$ cat config.mk
export PLATFORM = sky130hd
export DESIGN_NAME = stream_demux2
export DESIGN_NICKNAME = d
export VERILOG_FILES = /design/src/rtl/stream_demux_pkg.sv /design/src/rtl/stream_out_slot.sv /design/src/rtl/stream_demux2.sv
export SDC_FILE = /design/constraint.sdc
export NUM_CORES = 1
export LEC_CHECK = 0
export CORE_MARGIN = 2
export CORE_UTILIZATION = 30
export DETAILED_ROUTE_END_ITERATION = 16
export GPL_TIMING_DRIVEN = 0
export HOLD_SLACK_MARGIN = 0.02
export PLACE_DENSITY_LB_ADDON = 0.15
export REMOVE_ABC_BUFFERS = 1
export SYNTH_ARGS = -nofsm -noshare
export SYNTH_HDL_FRONTEND = slang
export SYNTH_HIERARCHICAL = 1
export SYNTH_SLANG_ARGS = --single-unit
$ cat constraint.sdc
create_clock -name clk -period 2.08 [get_ports clk]
set_input_delay 0.52 -clock clk [delete_from_list [all_inputs] [get_ports clk]]
set_output_delay 0.52 -clock clk [all_outputs]
set_load 0.02 [all_outputs]
$ cat src/rtl/stream_demux_pkg.sv
// stream_demux_pkg: shared types and constants for the 1-to-2 stream demux.
// Routing state encoding and output port indices.
package stream_demux_pkg;

    typedef enum logic {
        IDLE   = 1'b0,
        LOCKED = 1'b1
    } demux_state_t;

    localparam logic PORT0 = 1'b0;
    localparam logic PORT1 = 1'b1;

endpackage

$ cat src/rtl/stream_out_slot.sv
// stream_out_slot: one-entry output register slice with beat counter.
// A load always wins over a drain so the slot sustains one beat per cycle.
module stream_out_slot #(
    parameter int DATA_W = 8,
    parameter int CNT_W  = 16
) (
    input  logic              clk,
    input  logic              rst_n,
    input  logic              load_i,
    input  logic [DATA_W-1:0] data_i,
    input  logic              last_i,
    input  logic              ready_i,
    output logic              valid_o,
    output logic [DATA_W-1:0] data_o,
    output logic              last_o,
    output logic [CNT_W-1:0]  cnt_o
);

    logic              valid_q, valid_d;
    logic [DATA_W-1:0] data_q, data_d;
    logic              last_q, last_d;
    logic [CNT_W-1:0]  cnt_q, cnt_d;
    logic              fire;

    assign fire = valid_q && ready_i;

    // Next slot contents: load takes priority, otherwise a drain empties it.
    always_comb begin
        valid_d = valid_q;
        data_d  = data_q;
        last_d  = last_q;
        cnt_d   = cnt_q;
        if (fire) begin
            cnt_d = cnt_q + CNT_W'(1);
        end
        if (load_i) begin
            valid_d = 1'b1;
            data_d  = data_i;
            last_d  = last_i;
        end else if (fire) begin
            valid_d = 1'b0;
        end
    end

    // Slot and counter registers with synchronous clear.
    always_ff @(posedge clk) begin
        if (!rst_n) begin
            valid_q <= 1'b0;
            data_q  <= '0;
            last_q  <= 1'b0;
            cnt_q   <= '0;
        end else begin
            valid_q <= valid_d;
            data_q  <= data_d;
            last_q  <= last_d;
            cnt_q   <= cnt_d;
        end
    end

    assign valid_o = valid_q;
    assign data_o  = data_q;
    assign last_o  = last_q;
    assign cnt_o   = cnt_q;

endmodule

$ cat src/rtl/stream_demux2.sv
// stream_demux2: registered 1-to-2 stream demux, select locked per packet.
// The packet's first beat picks the port; later beats follow it until last.
module stream_demux2
    import stream_demux_pkg::*;
#(
    parameter int DATA_W = 8,
    parameter int CNT_W  = 16
) (
    input  logic              clk,
    input  logic              rst_n,
    input  logic              s_valid,
    output logic              s_ready,
    input  logic [DATA_W-1:0] s_data,
    input  logic              s_sel,
    input  logic              s_last,
    output logic              m0_valid,
    input  logic              m0_ready,
    output logic [DATA_W-1:0] m0_data,
    output logic              m0_last,
    output logic              m1_valid,
    input  logic              m1_ready,
    output logic [DATA_W-1:0] m1_data,
    output logic              m1_last,
    output logic [CNT_W-1:0]  cnt0,
    output logic [CNT_W-1:0]  cnt1
);

    demux_state_t state_q, state_d;
    logic         lock_sel_q, lock_sel_d;
    logic         esel;
    logic         room0, room1;
    logic         accept;
    logic         load0, load1;

    // Effective select: live input at a packet start, stored one mid-packet.
    always_comb begin
        esel = (state_q == LOCKED) ? lock_sel_q : s_sel;
    end

    assign room0 = !m0_valid || m0_ready;
    assign room1 = !m1_valid || m1_ready;

    // Only the selected slot's room matters, giving head-of-line blocking.
    always_comb begin
        s_ready = (esel == PORT1) ? room1 : room0;
    end

    assign accept = s_valid && s_ready;
    assign load0  = accept && (esel == PORT0);
    assign load1  = accept && (esel == PORT1);

    // Packet tracking: lock on a non-final start beat, release on last.
    always_comb begin
        state_d    = state_q;
        lock_sel_d = lock_sel_q;
        unique case (state_q)
            IDLE: begin
                if (accept && !s_last) begin
                    state_d    = LOCKED;
                    lock_sel_d = s_sel;
                end
            end
            LOCKED: begin
                if (accept && s_last) begin
                    state_d = IDLE;
                end
            end
            default: state_d = IDLE;
        endcase
    end

    // Routing state and locked select registers.
    always_ff @(posedge clk) begin
        if (!rst_n) begin
            state_q    <= IDLE;
            lock_sel_q <= PORT0;
        end else begin
            state_q    <= state_d;
            lock_sel_q <= lock_sel_d;
        end
    end

    stream_out_slot #(
        .DATA_W (DATA_W),
        .CNT_W  (CNT_W)
    ) u_slot0 (
        .clk     (clk),
        .rst_n   (rst_n),
        .load_i  (load0),
        .data_i  (s_data),
        .last_i  (s_last),
        .ready_i (m0_ready),
        .valid_o (m0_valid),
        .data_o  (m0_data),
        .last_o  (m0_last),
        .cnt_o   (cnt0)
    );

    stream_out_slot #(
        .DATA_W (DATA_W),
        .CNT_W  (CNT_W)
    ) u_slot1 (
        .clk     (clk),
        .rst_n   (rst_n),
        .load_i  (load1),
        .data_i  (s_data),
        .last_i  (s_last),
        .ready_i (m1_ready),
        .valid_o (m1_valid),
        .data_o  (m1_data),
        .last_o  (m1_last),
        .cnt_o   (cnt1)
    );

endmodule

# Word level (Yosys, flattened, before mapping)
# Cells that the tools add are included.
# word_totals
word_cells	38
register_bits	54
in_bits	15
# op_classes
n_bitwise	2
reduce_logical	15
addsub	2
mux	9
# ops
cell	n
$add 16x1->16 const B	2
$mux 1	8
$logic_and 1x1->1	7
$reduce_bool 2->1	2
$logic_not 1->1	3
$logic_or 1x1->1	2
$not 1->1	2
$pmux 1 s2	1
$reduce_and 2->1	1

# Depth between registers and ports, before layout
# depth
word_depth	7
depth_mapped	5

# Hierarchy
# The synthesis kept the hierarchy.
# modules_own_cells
mod	instances	area_per_inst_um2	seq_area_each_um2	cells_each
stream_out_slot	2	1134.8	520.5	118
stream_demux2	1	142.6	40.0	15

# Worst setup path after synthesis
# No wires, ideal clock.
# synth_path
path_type	input port to output port
from	input s_sel
to	output s_ready
arrival_time_ns	1.133
n_path_buf	0
path_stages	2
setup_slack_ns	0.427
cell_sequence	mux2i_1 > mux2_1
# synth_between
elab_chain_len	2
# synth_lines
item	line_no	text
start, declared	stream_demux2.sv:14	input logic s_sel,
$mux 1	stream_demux2.sv:37	esel = (state_q == LOCKED) ? lock_sel_q : s_sel;
$mux 1	stream_demux2.sv:45	s_ready = (esel == PORT1) ? room1 : room0;
end, declared	stream_demux2.sv:12	output logic s_ready,
# Every way passes these cells.

# Final worst setup path
# layout_path
from	input m1_ready
to	output s_ready
# layout_between
elab_chain_len	2
# layout_lines
item	line_no	text
start, declared	stream_demux2.sv:21	input logic m1_ready,
$logic_or 1x1->1	stream_demux2.sv:41	assign room1 = !m1_valid || m1_ready;
$mux 1	stream_demux2.sv:45	
# Every way passes these cells.

==> run_results.csv <==
group,metric,value,unit
cts,clkTransAtPathRegs,0.09,ns
timing,period_needed,2.01,ns
run_status,status,"finished clean",
cts,cts_sinks,54,
floorplan,fp.dieH,93.7,um
timing,relSlewSlack,44.3,%
worst_setup_path,crit_fanout,8,
floorplan,dieWidth,93.7,um
power_and_ir_drop,p_switching,482,uW
power_and_ir_drop,p_int,1.52,mW
timing,rsz0062_at_grt,"false",
power_and_ir_drop,seq_power_share,54.6,%
layout,finish.utilization,42.6,%
timing,hold_viol_final,0,
worst_setup_path,cp-start-kind,"input pin",
logic_synthesis,ys_ff_latch,54,
floorplan,core_area,7770,um^2
routing,antenna_left,0,
placed_design,gp_congestion,0.728,
timing,layout_setup_ws,0.0678,ns
logic_synthesis,yosysSeqAreaShare,44.8,%
worst_setup_path,cp.arrival,1.49,ns
logic_synthesis,synth_cell_type_count,30,
routing,drtIter0Drc,68,
cts,root_buffer,"clkbuf_8",
placed_design,portBuffers,67,
power_and_ir_drop,p_sw_share,24.1,%
layout,area_delta_synth_final,37.1,%
worst_setup_path,endpoint_kind,"output pin",
power_and_ir_drop,ir_worst_vdd,273,uV
layout,diodes,0,
global_route,grtUsageTotal,13.1,%
timing,clock_skew,0.00529,ns
global_route,grt-ovfl-total,0,
global_route,grt_max_degree,25,
cts,ctsHtreeMaxLevel,2,
routing,routed_wl,5540,um
global_route,grt_pass1_wl,9150,um
floorplan,initial_core_util,31.1,%
timing,slew_violations,0,
layout,fillers,792,
timing,tns,0,ns
logic_synthesis,syn_area_per_cell,9.61,um^2
layout,final_area,3310,um^2
timing,finalSetupViolCount,0,
cts,cts_inserted_buffers,5,
floorplan,rows,32,
placed_design,place_ws,-0.676,ns
floorplan,ioPinCount,68,
power_and_ir_drop,clock_power_share,33.6,%
logic_synthesis,synth_edf_count,0,
cts,clock_path_buffers,2,
power_and_ir_drop,comb_power_share,11.7,%
global_route,grt_pass1_vias,1860,
power_and_ir_drop,cellPowerDensity,604,nW/um^2
logic_synthesis,synth-main-ff-cell,"dfxtp_1",
routing,drc_errors,0,
cts,cts_tree,"done",
global_route,antenna_found_initial,0,
routing,routed_via_density,4.62,
min_path,hp-class,"reg2reg",
timing,clock.fmax,0.497,GHz
timing,tightest_slew,0.834,ns
routing,vias,1951,
floorplan,die-area,8770,um^2
logic_synthesis,synthCells,251,
worst_setup_path,worstPathRequired,1.56,ns
logic_synthesis,netlist_area,2410,um^2
timing,holdWs,0.474,ns
power_and_ir_drop,p_leak,1.18,nW
logic_synthesis,ys_warn_count,6,
worst_setup_path,worstSetupPathType,"in2out",
layout,nets,336,
job,cap_violations,0,
timing,fin_crit_sh,96.7,%
routing,wl_per_cell,13.1,um
placed_design,dpl-instance-area,3190,um^2
placed_design,dp_hpwl,3850,um
cts,clk_latency,0.30,ns
routing,first_pass_iters,4,
logic_synthesis,async_flop_share,0,%
layout,drive_gt1_share,10.9,%
## critical path, stage by stage
cell	delay, ns
dlygate4sd2_1	0.35
nand2b_4	0.20
mux2_4	0.26
buf_4	0.16
## stage by stage
step / cells / power, mW
final: 422 / 2.00
after global routing: 422 / 2.09
after CTS: 422 / 2.03
after detailed placement: 414 / 1.35
after global placement: 414 / 1.35
after floorplan: 245 / 1.23
## power by group through the flow
stage | Combinational, mW | Clock, mW | Sequential (mW)
5_1_grt | 0.253 | 0.743 | 1.10
3_3_place_gp | 0.234 | 0 | 1.11
2_1_floorplan | 0.0905 | 0 | 1.14
4_1_cts | 0.238 | 0.699 | 1.09
6_report | 0.235 | 0.672 | 1.09
3_5_place_dp | 0.237 | 0 | 1.11
## layer usage
metal,GRT usage (%),vias up,part of all wire [%]
met5,0,-,0
met4,3.26,0,0.97
met3,3.37,4,4.7
met2,20.6,49,46
met1,18.1,899,49
li1,-,999,-
## cells in the final DEF, fill, tap and decap left out, types with 3 or more instances in the layout
master and n:
or3_1 4, nand4_4 4, nand4_1 6, dfxtp_1 52, nor3_1 8, a21oi_1 12
nand3_2 4, nor4_2 8, nand2_1 14, inv_1 12, xnor2_1 16, nor2_1 43
o21ai_0 4, clkdlybuf4s50_1 63, nand2b_1 3, dlygate4sd2_1 3, clkbuf_8 8, mux2i_1 21
nand3_1 10, xor2_1 4
## cells in the mapped netlist (2+ instances only)
library cell  count  share of area (%)
inv_1            12                1.9
dfxtp_1          54                 45
nand3_2           4                1.7
xor2_1            4                1.5
o21a_1            2               0.62
xnor2_1          16                5.8
nand4_4           4                3.5
nor3_1            8                1.7
nor4_2            8                4.1
nor4_4            2                1.8
buf_1             4               0.62
nor2_1           43                6.7
nand3_1          10                2.1
buf_2             2               0.41
nand4_1           6                1.6
or3_1             4                1.0
mux2i_1          22                9.1
a21o_1            2               0.62
ha_1              2                1.0
a21oi_1          12                2.5
nand2b_1          4                1.0
nand2_1          14                2.2
o21ai_0           4               0.83
and3_1            2               0.52
## area by class of cell
| cell class | count | area (um^2) | area share [%] |
|---|---|---|---|
| inverters | 12 | 45.0 | 1.36 |
| flip-flops and latches | 54 | 1080 | 32.8 |
| well taps | 102 | 128 | 3.86 |
| repair buffers | 67 | 664 | 20.1 |
| multi-input cells | 179 | 1280 | 38.6 |
| clock buffers | 8 | 110 | 3.33 |
## sequential cells by signal, indices dropped and copies added (netlist names), named ones only
signal and count:
u_slot0/data_o 8, u_slot1/last_o 1, u_slot1/cnt_o 16, u_slot0/cnt_o 16, u_slot0/last_o 1, u_slot1/data_o 8
u_slot1/valid_o 1, lock_sel_q 1, u_slot0/valid_o 1
## logic make-up (layout without fill, tap and decap cells)
family / after synthesis / after routing / share of synthesized area (%)
fa+ha+maj: 2 / 2 / 1.04
flops: 54 / 54 / 44.8
simple gates: 111 / 111 / 28.8
buf+inv: 18 / 87 / 2.90
mux: 23 / 23 / 9.60
xor+xnor: 20 / 20 / 7.26
compound gates: 23 / 23 / 5.55
## path summary, 6_finish.rpt
check / from / end / slack (ns) / cells past startpoint
max: m1_ready / s_ready / 0.07 / 4
min: lock_sel_q$_SDFFE_PN0P_ / lock_sel_q$_SDFFE_PN0P_ / 0.47 / 2
max reg2reg: u_slot0/cnt_o[0]$_SDFFE_PN0P_ / u_slot0/cnt_o[14]$_SDFFE_PN0P_ / 0.50 / 5
min reg2reg: lock_sel_q$_SDFFE_PN0P_ / lock_sel_q$_SDFFE_PN0P_ / 0.47 / 2
## timing repair
action / in CTS / in global routing
endpoints found under the setup margin: 1 / 3
hold buffers: 0 / 0
resized for setup: 10 / 3
buffers inserted: 0 / 0
Power figures use the tool's default switching activity.
